File: src/rtl/fp_pkg.sv
// Shared floating-point definitions: operand classes, divider states, flag
// bit positions and width-generic helpers for bias and canonical NaN.
package fp_pkg;

  typedef enum logic [1:0] {
    CLS_ZERO,
    CLS_NORM,
    CLS_INF,
    CLS_NAN
  } fp_class_e;

  typedef enum logic [2:0] {
    ST_IDLE,
    ST_PREP,
    ST_DIV,
    ST_NORM,
    ST_DONE
  } div_state_e;

  localparam int FLAG_INV = 3;
  localparam int FLAG_DZ  = 2;
  localparam int FLAG_OVF = 1;
  localparam int FLAG_UNF = 0;

  localparam int FP_MAX_W = 128;

  function automatic int unsigned fp_bias(input int unsigned exp_w);
    return (32'd1 << (exp_w - 1)) - 32'd1;
  endfunction

  // Quiet NaN: sign 0, exponent all-ones, only the fraction MSB set.
  function automatic logic [FP_MAX_W-1:0] fp_canon_nan(input int unsigned exp_w,
                                                       input int unsigned man_w);
    logic [FP_MAX_W-1:0] one;
    one = FP_MAX_W'(1);
    return (((one << exp_w) - one) << man_w) | (one << (man_w - 1));
  endfunction

endpackage

File: src/rtl/fp_classify.sv
// Combinational operand class decode; subnormals are treated as zero.
module fp_classify
  import fp_pkg::*;
#(
  parameter int EXP_W = 8,
  parameter int MAN_W = 23
) (
  input  logic [EXP_W-1:0] exp,
  input  logic [MAN_W-1:0] frac,
  output fp_class_e        cls
);

  always_comb begin
    if (exp == '0)
      cls = CLS_ZERO;
    else if (exp == '1)
      cls = (frac == '0) ? CLS_INF : CLS_NAN;
    else
      cls = CLS_NORM;
  end

endmodule

File: src/rtl/fp_div_seq.sv
// Multi-cycle floating-point divider: restoring mantissa division, one
// quotient bit per cycle, round-to-nearest-even, flush-to-zero on underflow.
module fp_div_seq
  import fp_pkg::*;
#(
  parameter int EXP_W = 8,
  parameter int MAN_W = 23
) (
  input  logic                   clk,
  input  logic                   rst,
  input  logic                   start,
  input  logic [EXP_W+MAN_W:0]   in_a,
  input  logic [EXP_W+MAN_W:0]   in_b,
  output logic                   ready,
  output logic                   done,
  output logic [EXP_W+MAN_W:0]   out,
  output logic [3:0]             flags
);

  localparam int W  = 1 + EXP_W + MAN_W;
  localparam int QW = MAN_W + 3;
  localparam int CW = $clog2(MAN_W + 4);
  localparam int EW = EXP_W + 2;

  localparam logic signed [EW-1:0] BIAS_E  = EW'(fp_bias(EXP_W));
  localparam logic signed [EW-1:0] EMAX    = EW'((1 << EXP_W) - 1);
  localparam logic signed [EW-1:0] EZERO   = '0;
  localparam logic        [W-1:0]  NAN_VAL = W'(fp_canon_nan(EXP_W, MAN_W));
  localparam logic        [CW-1:0] LAST_IT = CW'(QW - 1);

  div_state_e state, state_n;

  logic [W-1:0]          a_r, b_r;
  fp_class_e             cls_a, cls_b;
  logic                  sgn;
  logic [MAN_W:0]        mb;
  logic [MAN_W+1:0]      rem, rem_sub;
  logic                  ge;
  logic [QW-1:0]         q;
  logic signed [EW-1:0]  e;
  logic [CW-1:0]         cnt;

  logic                  special;
  logic [W-1:0]          sp_res, nm_res;
  logic [3:0]            sp_flags, nm_flags;

  fp_classify #(.EXP_W(EXP_W), .MAN_W(MAN_W)) u_cls_a (
    .exp  (a_r[W-2:MAN_W]),
    .frac (a_r[MAN_W-1:0]),
    .cls  (cls_a)
  );

  fp_classify #(.EXP_W(EXP_W), .MAN_W(MAN_W)) u_cls_b (
    .exp  (b_r[W-2:MAN_W]),
    .frac (b_r[MAN_W-1:0]),
    .cls  (cls_b)
  );

  assign sgn   = a_r[W-1] ^ b_r[W-1];
  assign mb    = {1'b1, b_r[MAN_W-1:0]};
  assign ready = (state == ST_IDLE);
  assign done  = (state == ST_DONE);

  // inf/0 falls through to the inf/finite row, so it raises no flag.
  always_comb begin
    special  = 1'b1;
    sp_res   = '0;
    sp_flags = '0;
    if (cls_a == CLS_NAN || cls_b == CLS_NAN ||
        (cls_a == CLS_ZERO && cls_b == CLS_ZERO) ||
        (cls_a == CLS_INF  && cls_b == CLS_INF)) begin
      sp_res             = NAN_VAL;
      sp_flags[FLAG_INV] = 1'b1;
    end else if (cls_b == CLS_ZERO && cls_a != CLS_INF) begin
      sp_res            = {sgn, {EXP_W{1'b1}}, {MAN_W{1'b0}}};
      sp_flags[FLAG_DZ] = 1'b1;
    end else if (cls_a == CLS_INF) begin
      sp_res = {sgn, {EXP_W{1'b1}}, {MAN_W{1'b0}}};
    end else if (cls_a == CLS_ZERO || cls_b == CLS_INF) begin
      sp_res = {sgn, {(W-1){1'b0}}};
    end else begin
      special = 1'b0;
    end
  end

  always_comb begin
    ge      = (rem >= {1'b0, mb});
    rem_sub = ge ? (rem - {1'b0, mb}) : rem;
  end

  // Normalise, round and range-check the finished quotient in one cycle.
  logic                 norm, g_bit, r_bit, s_bit, rup, carry;
  logic [MAN_W:0]       mant;
  logic [MAN_W+1:0]     sum;
  logic signed [EW-1:0] dec, inc, e_n;

  always_comb begin
    norm  = q[QW-1];
    mant  = norm ? q[QW-1:2] : q[QW-2:1];
    g_bit = norm ? q[1] : q[0];
    r_bit = norm ? q[0] : 1'b0;
    s_bit = |rem;
    rup   = g_bit & (r_bit | s_bit | mant[0]);
    sum   = {1'b0, mant} + {{(MAN_W+1){1'b0}}, rup};
    carry = sum[MAN_W+1];
    dec   = {{(EW-1){1'b0}}, ~norm};
    inc   = {{(EW-1){1'b0}}, carry};
    e_n   = e - dec + inc;
    nm_flags = '0;
    if (e_n >= EMAX) begin
      nm_res             = {sgn, {EXP_W{1'b1}}, {MAN_W{1'b0}}};
      nm_flags[FLAG_OVF] = 1'b1;
    end else if (e_n <= EZERO) begin
      nm_res             = {sgn, {(W-1){1'b0}}};
      nm_flags[FLAG_UNF] = 1'b1;
    end else begin
      nm_res = {sgn, e_n[EXP_W-1:0], carry ? {MAN_W{1'b0}} : sum[MAN_W-1:0]};
    end
  end

  always_ff @(posedge clk or posedge rst) begin
    if (rst) state <= ST_IDLE;
    else     state <= state_n;
  end

  always_comb begin
    state_n = state;
    case (state)
      ST_IDLE: if (start) state_n = ST_PREP;
      ST_PREP: state_n = special ? ST_DONE : ST_DIV;
      ST_DIV:  if (cnt == LAST_IT) state_n = ST_NORM;
      ST_NORM: state_n = ST_DONE;
      ST_DONE: state_n = ST_IDLE;
      default: state_n = ST_IDLE;
    endcase
  end

  always_ff @(posedge clk or posedge rst) begin
    if (rst) begin
      a_r   <= '0;
      b_r   <= '0;
      rem   <= '0;
      q     <= '0;
      e     <= '0;
      cnt   <= '0;
      out   <= '0;
      flags <= '0;
    end else begin
      case (state)
        ST_IDLE: if (start) begin
          a_r <= in_a;
          b_r <= in_b;
        end
        ST_PREP: begin
          rem <= {1'b0, 1'b1, a_r[MAN_W-1:0]};
          q   <= '0;
          cnt <= '0;
          e   <= $signed({2'b00, a_r[W-2:MAN_W]}) - $signed({2'b00, b_r[W-2:MAN_W]}) + BIAS_E;
          if (special) begin
            out   <= sp_res;
            flags <= sp_flags;
          end
        end
        ST_DIV: begin
          rem <= {rem_sub[MAN_W:0], 1'b0};
          q   <= {q[QW-2:0], ge};
          cnt <= cnt + CW'(1);
        end
        ST_NORM: begin
          out   <= nm_res;
          flags <= nm_flags;
        end
        default: ;
      endcase
    end
  end

endmodule

File: config.mk
export PLATFORM = sky130hd
export DESIGN_NAME = fp_div_seq
export DESIGN_NICKNAME = d
export VERILOG_FILES = /design/src/rtl/fp_pkg.sv /design/src/rtl/fp_classify.sv /design/src/rtl/fp_div_seq.sv
export SDC_FILE = /design/constraint.sdc
export NUM_CORES = 1
export LEC_CHECK = 0
export BUFFER_PORTS_ARGS = -buffer_cell sky130_fd_sc_hd__buf_2
export CORE_ASPECT_RATIO = 0.75
export CORE_UTILIZATION = 40
export DETAILED_ROUTE_END_ITERATION = 8
export PLACE_DENSITY = 0.65
export SKIP_LAST_GASP = 1
export SLEW_MARGIN = 10
export SYNTH_ARGS = -nofsm -noshare
export SYNTH_HDL_FRONTEND = slang
export SYNTH_HIERARCHICAL = 1
export SYNTH_SLANG_ARGS = --single-unit
File: constraint.sdc
create_clock -name clk -period 5.6 [get_ports clk]
set_input_delay 1.12 -clock clk [delete_from_list [all_inputs] [get_ports clk]]
set_output_delay 1.12 -clock clk [all_outputs]
set_load 0.02 [all_outputs]
-- After elaboration in Yosys (flattened, before gate mapping)
Cells that the tools add are included.
- order comparisons: 3
- add/subtract/negate cells: 7
- reduce and logical (&&, ||, !) cells: 20
- equal/unequal tests: 15
- muxes and demuxes: 38
- bitwise operators: 5
- operators by type and width (cell ; count):
    32-bit two-way mux ; 5
    32-bit case mux with 2 select lines ; 1
    31-bit two-way mux ; 2
    26-bit case mux with 2 select lines ; 1
    25-bit case mux with 2 select lines ; 1
    24-bit two-way mux ; 2
    23-bit zero test ; 2
    24-bit by 1-bit adder with 25-bit output ; 1
    25-bit by 24-bit greater-or-equal comparator with 1-bit output ; 1
    25-bit OR reduction ; 1
    24-bit subtractor ; 1
    23-bit two-way mux ; 1
    8-bit equality test (second input constant) ; 2
    8-bit zero test ; 2
    1-bit two-way mux ; 14
    3-bit case mux with 4 select lines ; 1
    10-bit by 2-bit adder with 10-bit output ; 1
    9-bit by 8-bit adder with 10-bit output (second input constant) ; 1
    10-bit by 9-bit greater-or-equal comparator with 1-bit output (second input constant) ; 1
    10-bit by 1-bit less-or-equal comparator with 1-bit output (second input constant) ; 1
    5-bit case mux with 2 select lines ; 1
    10-bit by 2-bit subtractor with 10-bit output ; 1
    3-bit two-way mux ; 3
    8-bit by 8-bit subtractor with 9-bit output ; 1
    20 further kinds ; 40
- output and inout bits: 38
- bits in registers: 169
- input bits: 67
- logic and storage cells: 97

-- Depth between registers and ports, before layout
- depth after elaboration: 12
- gate-level depth with buffers: 29
- mapped depth without buffers: 24

-- By module
The synthesis kept the hierarchy.
- by module, submodules not included (module ; area each (um2) ; sequential area each (um2) ; cells each ; times used):
    fp_div_seq ; 9930.8 ; 4229.1 ; 1052 ; 1
    fp_classify ; 96.3 ; 0.0 ; 14 ; 2

-- Least setup slack after synthesis
No wires, ideal clock.
- kind: reg-to-reg
- start point: register q[25]
- end point: register out[22]
- required time: 5.474 ns
- path buffers: 4
- period minus slack after synthesis: 6.022 ns
- data arrival time: 5.896 ns
- library setup time: 0.126 ns
- setup slack: -0.422 ns
- stages on the path, launching flop included: 29
- cells stage by stage: dfrtp_1 -> buf_6 -> clkbuf_1 -> clkbuf_1 -> clkbuf_1 -> nand2_1 -> a21oi_1 -> ha_1 -> and3_1 -> o2111ai_4 -> nor4_4 -> nand3_2 -> nor2_2 -> nand3_1 -> or2_1 -> ha_1 -> inv_1 -> ha_1 -> inv_1 -> fa_1 -> nor2b_1 -> o21a_1 -> nor2_1 -> xnor2_1 -> nand4_1 -> o311ai_2 -> a21boi_1 -> nor2_1 -> a221o_1
- word-level cells in the longest chain between the ends: 10
- elaborated cells on any way between the ends: 16
- classes of those cells: add/sub (3); order compare (2); mux (7); bitwise (4)
- RTL lines (what ; line ; text):
    from (decl) ; fp_div_seq.sv:39 ; logic [QW-1:0] q;
    from (signal assigned) ; fp_div_seq.sv:166 ; q <= {q[QW-2:0], ge};
    1-bit two-way mux ; fp_div_seq.sv:101 ; r_bit = norm ? q[0] : 1'b0;
    1-bit OR (2 in series) ; fp_div_seq.sv:103 ; rup = g_bit & (r_bit | s_bit | mant[0]);
    1-bit bitwise AND ; fp_div_seq.sv:103 ;
    24-bit by 1-bit adder with 25-bit output ; fp_div_seq.sv:104 ; sum = {1'b0, mant} + {{(MAN_W+1){1'b0}}, rup};
    10-bit by 2-bit adder with 10-bit output ; fp_div_seq.sv:108 ; e_n = e - dec + inc;
    10-bit by 1-bit less-or-equal comparator with 1-bit output ; fp_div_seq.sv:113 ; end else if (e_n <= EZERO) begin
    31-bit two-way mux ; fp_div_seq.sv:113 ;
    31-bit two-way mux (*) ; fp_div_seq.sv:110 ; if (e_n >= EMAX) begin
    32-bit case mux with 2 select lines (*) ; fp_div_seq.sv:149 ; case (state)
    to (signal assigned) ; fp_div_seq.sv:160 ; out <= sp_res;
    to (signal assigned) ; fp_div_seq.sv:170 ; out <= nm_res;
    to (decl) ; fp_div_seq.sv:16 ; output logic [EXP_W+MAN_W:0] out,
Mark *: on every way between the ends. The rest lies on a longest branch, timed or not.
A chain may end at the register's enable or synchronous reset.

-- Final worst setup path
Same ends and word-level chain as after synthesis.

==> impl_summary.txt <==
----------------------------------------------------
[Global routing]
  Initial antenna violation count ... 0
  Via count of the first global-routing pass ... 7853
  Congestion Overflow GR ... 0
  Wire length of the first global-routing pass ... 41.1 mm
  Global-route total usage across every layer ... 20.2%
  Largest net degree at the start of global routing ... 129

[Clock network]
  Number of clock sinks seen by CTS ... 169
  Clock Latency Late Sink ... 440 ps
  Root buffer selected by CTS ... clkbuf_16
  Number of buffers added by the clock tree synthesis step ... 17
  CTS H-tree depth ... 4
  Maximum root-to-sink buffer count ... 2
  CTS tree ... built
  CTS clk-pin slew, worst paths ... 80 ps
  Hold-fix buffer count after cts ... 0

[Synth]
  Net count after synthesis ... 1195
  Top cells by count, synth ... 169 x dfrtp_1, 141 x nand2_1, 78 x o21ai_0
  Count of different cell masters after synthesis ... 75
  Share of Yosys cell area claimed by the top area cell type ... 41.8%
  Cell area after synthesis ... 10100 µm²
  Number of register bits inferred by synthesis ... 169
  Most numerous cell in the Yosys netlist ... dfrtp_1
  Ys flop type ... dfrtp_1
  Number of synthesis warnings ... 6
  Mean instance size in the synthesized netlist ... 9.37 µm²
  Share of flip-flops with an asynchronous set or reset ... 100%
  Top post-synthesis cells by area ... dfrtp_1 42%, ha_1 5.6%, nand2_1 5.2%
  Seq/Total Area, Yosys ... 41.8%
  Number of synthesized flops with an enable pin ... 0
  Number of instances in the synthesized netlist ... 1080
  Synth area leader ... dfrtp_1

[STA]
  Final clock skew ... 11.7 ps
  Post-route setup TNS ... 0 ps
  Slack of the critical path ... 337 ps
  Slew margin rel. ... 34.9%
  Fin. max-slew vios ... 0
  Final period demand of the worst path ... 5260 ps
  Transition at the pin with the smallest max-transition slack ... 977 ps
  Number of hold violations in the final report ... 0
  Achievable clock frequency ... 0.190 GHz
  Fraction of the cycle the final worst path needs ... 94.0%
  Final number of setup-violating endpoints ... 0

[Final layout]
  Layout area overhead ... 15.3%
  Non-filler instance count after layout ... 1516
  Nets@finish ... 1280
  Ant diodes ... 0
  Share of final-layout standard cells stronger than drive strength 1 ... 19.4%
  Final standard cell area without fillers ... 11700 µm²

[Placement]
  GPL Wtd Cong ... 0.866
  Post-DP Area ... 10900 µm²
  Port Buffers ... 104
  Placed instance count ... 1477
  DP Worst Slack ... -108 ps
  Detailed placer's ending HPWL ... 17.9 mm

[Critical path]
  Startpoint of the worst setup timing path ... q[25]
  Launch point of the worst reg-to-reg path ... q[25]
  R2R cell count ... 24
  Critical path class ... reg2reg
  Worst-path maximum fanout ... 8
  Worst endpoint required time ... 5920 ps
  Setup crit start kind ... register
  Category of the worst setup path capture point ... register
  Data arrival time at the worst-slack endpoint ... 5580 ps
  End of the worst register-to-register path ... out[22]
  Slack of the worst reg-to-reg path ... 340 ps

[Floorplanning]
  Top-Level Pins ... 105
  Width of the die ... 186 µm
  Die footprint ... 26000 µm²
  Floorplan Core Area ... 24900 µm²
  Y dimension of the die ... 140 µm
  Placement Rows ... 50
  Starting utilization of the core area ... 40.7%

[Detailed routing]
  Router iterations before antenna repair ... 5
  Average via count per standard cell ... 5.39
  Final ANT Viol Nets ... 0
  Routed wire per std cell ... 16.7 µm
  Vias after detailed routing ... 8172
  DRC violations left ... 0
  Routed WL ... 25.3 mm
  Violation count after the first detailed-route iteration ... 661

[Power and ir drop]
  Maximum ir drop on the vdd rail ... 0.416 mV
  Total design power ... 7.85 mW
  Leakage power ... 5.26 nW
  Cell area power density ... 672 nW/µm²

[Hold path]
  Startpoint of the tightest hold check path ... flags[1]
  Terminating pin of the worst hold path ... flags[1]
  Class of the tightest hold or removal check ... reg2reg
  Number of cells on the worst hold path ... 2

[Flow run]
  Reported max-cap violation count ... 0

[Outcome]
  Outcome ... finished clean

----------------------------------------------------
## final cells by class
class | count | area (µm²)
Timing Repair Buffer | 119 | 674
Inverter | 67 | 255
Clock buffer | 18 | 439
Fill cell | 2425 | 13200
Multi-Input combinational cell | 791 | 5490
Clock inverter | 14 | 160
Sequential cell | 169 | 4230
Tap cell | 338 | 423
## state kept, by name (all words and copies together) (netlist names)
signal / count
a_r: 32
b_r: 32
cnt: 5
e: 10
flags: 4
out: 32
q: 26
rem: 25
state: 3
## worst max-delay path by stage
stage	end	slack, ps	depth (start not counted)
after floorplan	out[22]	-20	28
after global routing	out[24]	-10	24
after detailed placement	out[8]	-110	22
after CTS	out[22]	9	24
after global placement	out[8]	-2	22
final	out[22]	340	24
## critical path, stage by stage (launching register included)
cell and delay, ps:
dfrtp_1 440, nand2b_4 190, a21oi_1 150, ha_1 250
and3_2 250, o2111ai_4 170, nor4_4 230, nand3_2 160
nor2_2 160, nand3_1 100, or2_1 290, ha_1 300
inv_1 60, ha_1 150, inv_1 50, fa_1 400
nor2b_1 170, o21a_1 130, nor2_1 60, xnor2_2 210
nand4_1 210, o311ai_4 340, a21boi_4 260, nor2_1 80
a221o_1 310
## per-layer routing
metal	vias up	routed length (µm)	GRT usage [%]
met5	-	0	0
met4	0	309	4.92
met3	25	1150	3.85
met2	200	10500	28.8
met1	3932	13300	31.0
li1	4015	-	-
## cells by family after synthesis
family                     Yosys count  share of synthesized area, %
AOI/OAI and AO/OA                  274                          17.8
DFF                                169                          41.8
muxes                               64                          6.93
buffers and inverters              121                          4.82
adders and majority gates           48                          6.16
and+or+nand+nor                    337                          16.7
xor gates and xnor gates            67                          5.80
## placed cells by master, fill, tap and decap left out, types with 11 or more instances in the layout
| cell type | instances |
|---|---|
| dfrtp_1 | 169 |
| nor3_1 | 13 |
| clkbuf_16 | 17 |
| inv_1 | 65 |
| xor2_1 | 33 |
| nand3_1 | 23 |
| nand2_1 | 141 |
| a31oi_1 | 15 |
| nor2_1 | 52 |
| mux2i_1 | 18 |
| o21ai_0 | 77 |
| nand4_1 | 15 |
| ha_1 | 45 |
| nor4_1 | 16 |
| a22o_1 | 44 |
| xnor2_1 | 32 |
| buf_4 | 11 |
| o21ai_1 | 11 |
| a21oi_1 | 54 |
| a211oi_1 | 14 |
| buf_2 | 104 |
| mux2_2 | 45 |
## per-stage QoR
| stage | hold WS, ps | util, % |
|---|---|---|
| 2_1_floorplan | 450 | - |
| 3_3_place_gp | 449 | 43.9 |
| 3_5_place_dp | 455 | 43.9 |
| 4_1_cts | 470 | 46.6 |
| 5_1_grt | 511 | 46.9 |
| 6_report | 469 | 46.9 |
## what timing repair did
| item | in CTS | in global routing |
|---|---|---|
| gates resized for setup | 5 | 5 |
| gates cloned | 1 | 0 |
| endpoints found under the setup margin | 22 | 31 |
| endpoints found under the hold margin | 0 | 0 |
| setup buffers | 2 | 4 |
| pin swaps | 2 | 4 |
## power by group
| part | total [mW] | switching, mW | internal, mW |
|---|---|---|---|
| registers | 2.16 | 0.464 | 1.70 |
| clock network | 1.22 | 0.542 | 0.679 |
| logic | 4.46 | 2.62 | 1.84 |
Power figures use the tool's default switching activity.
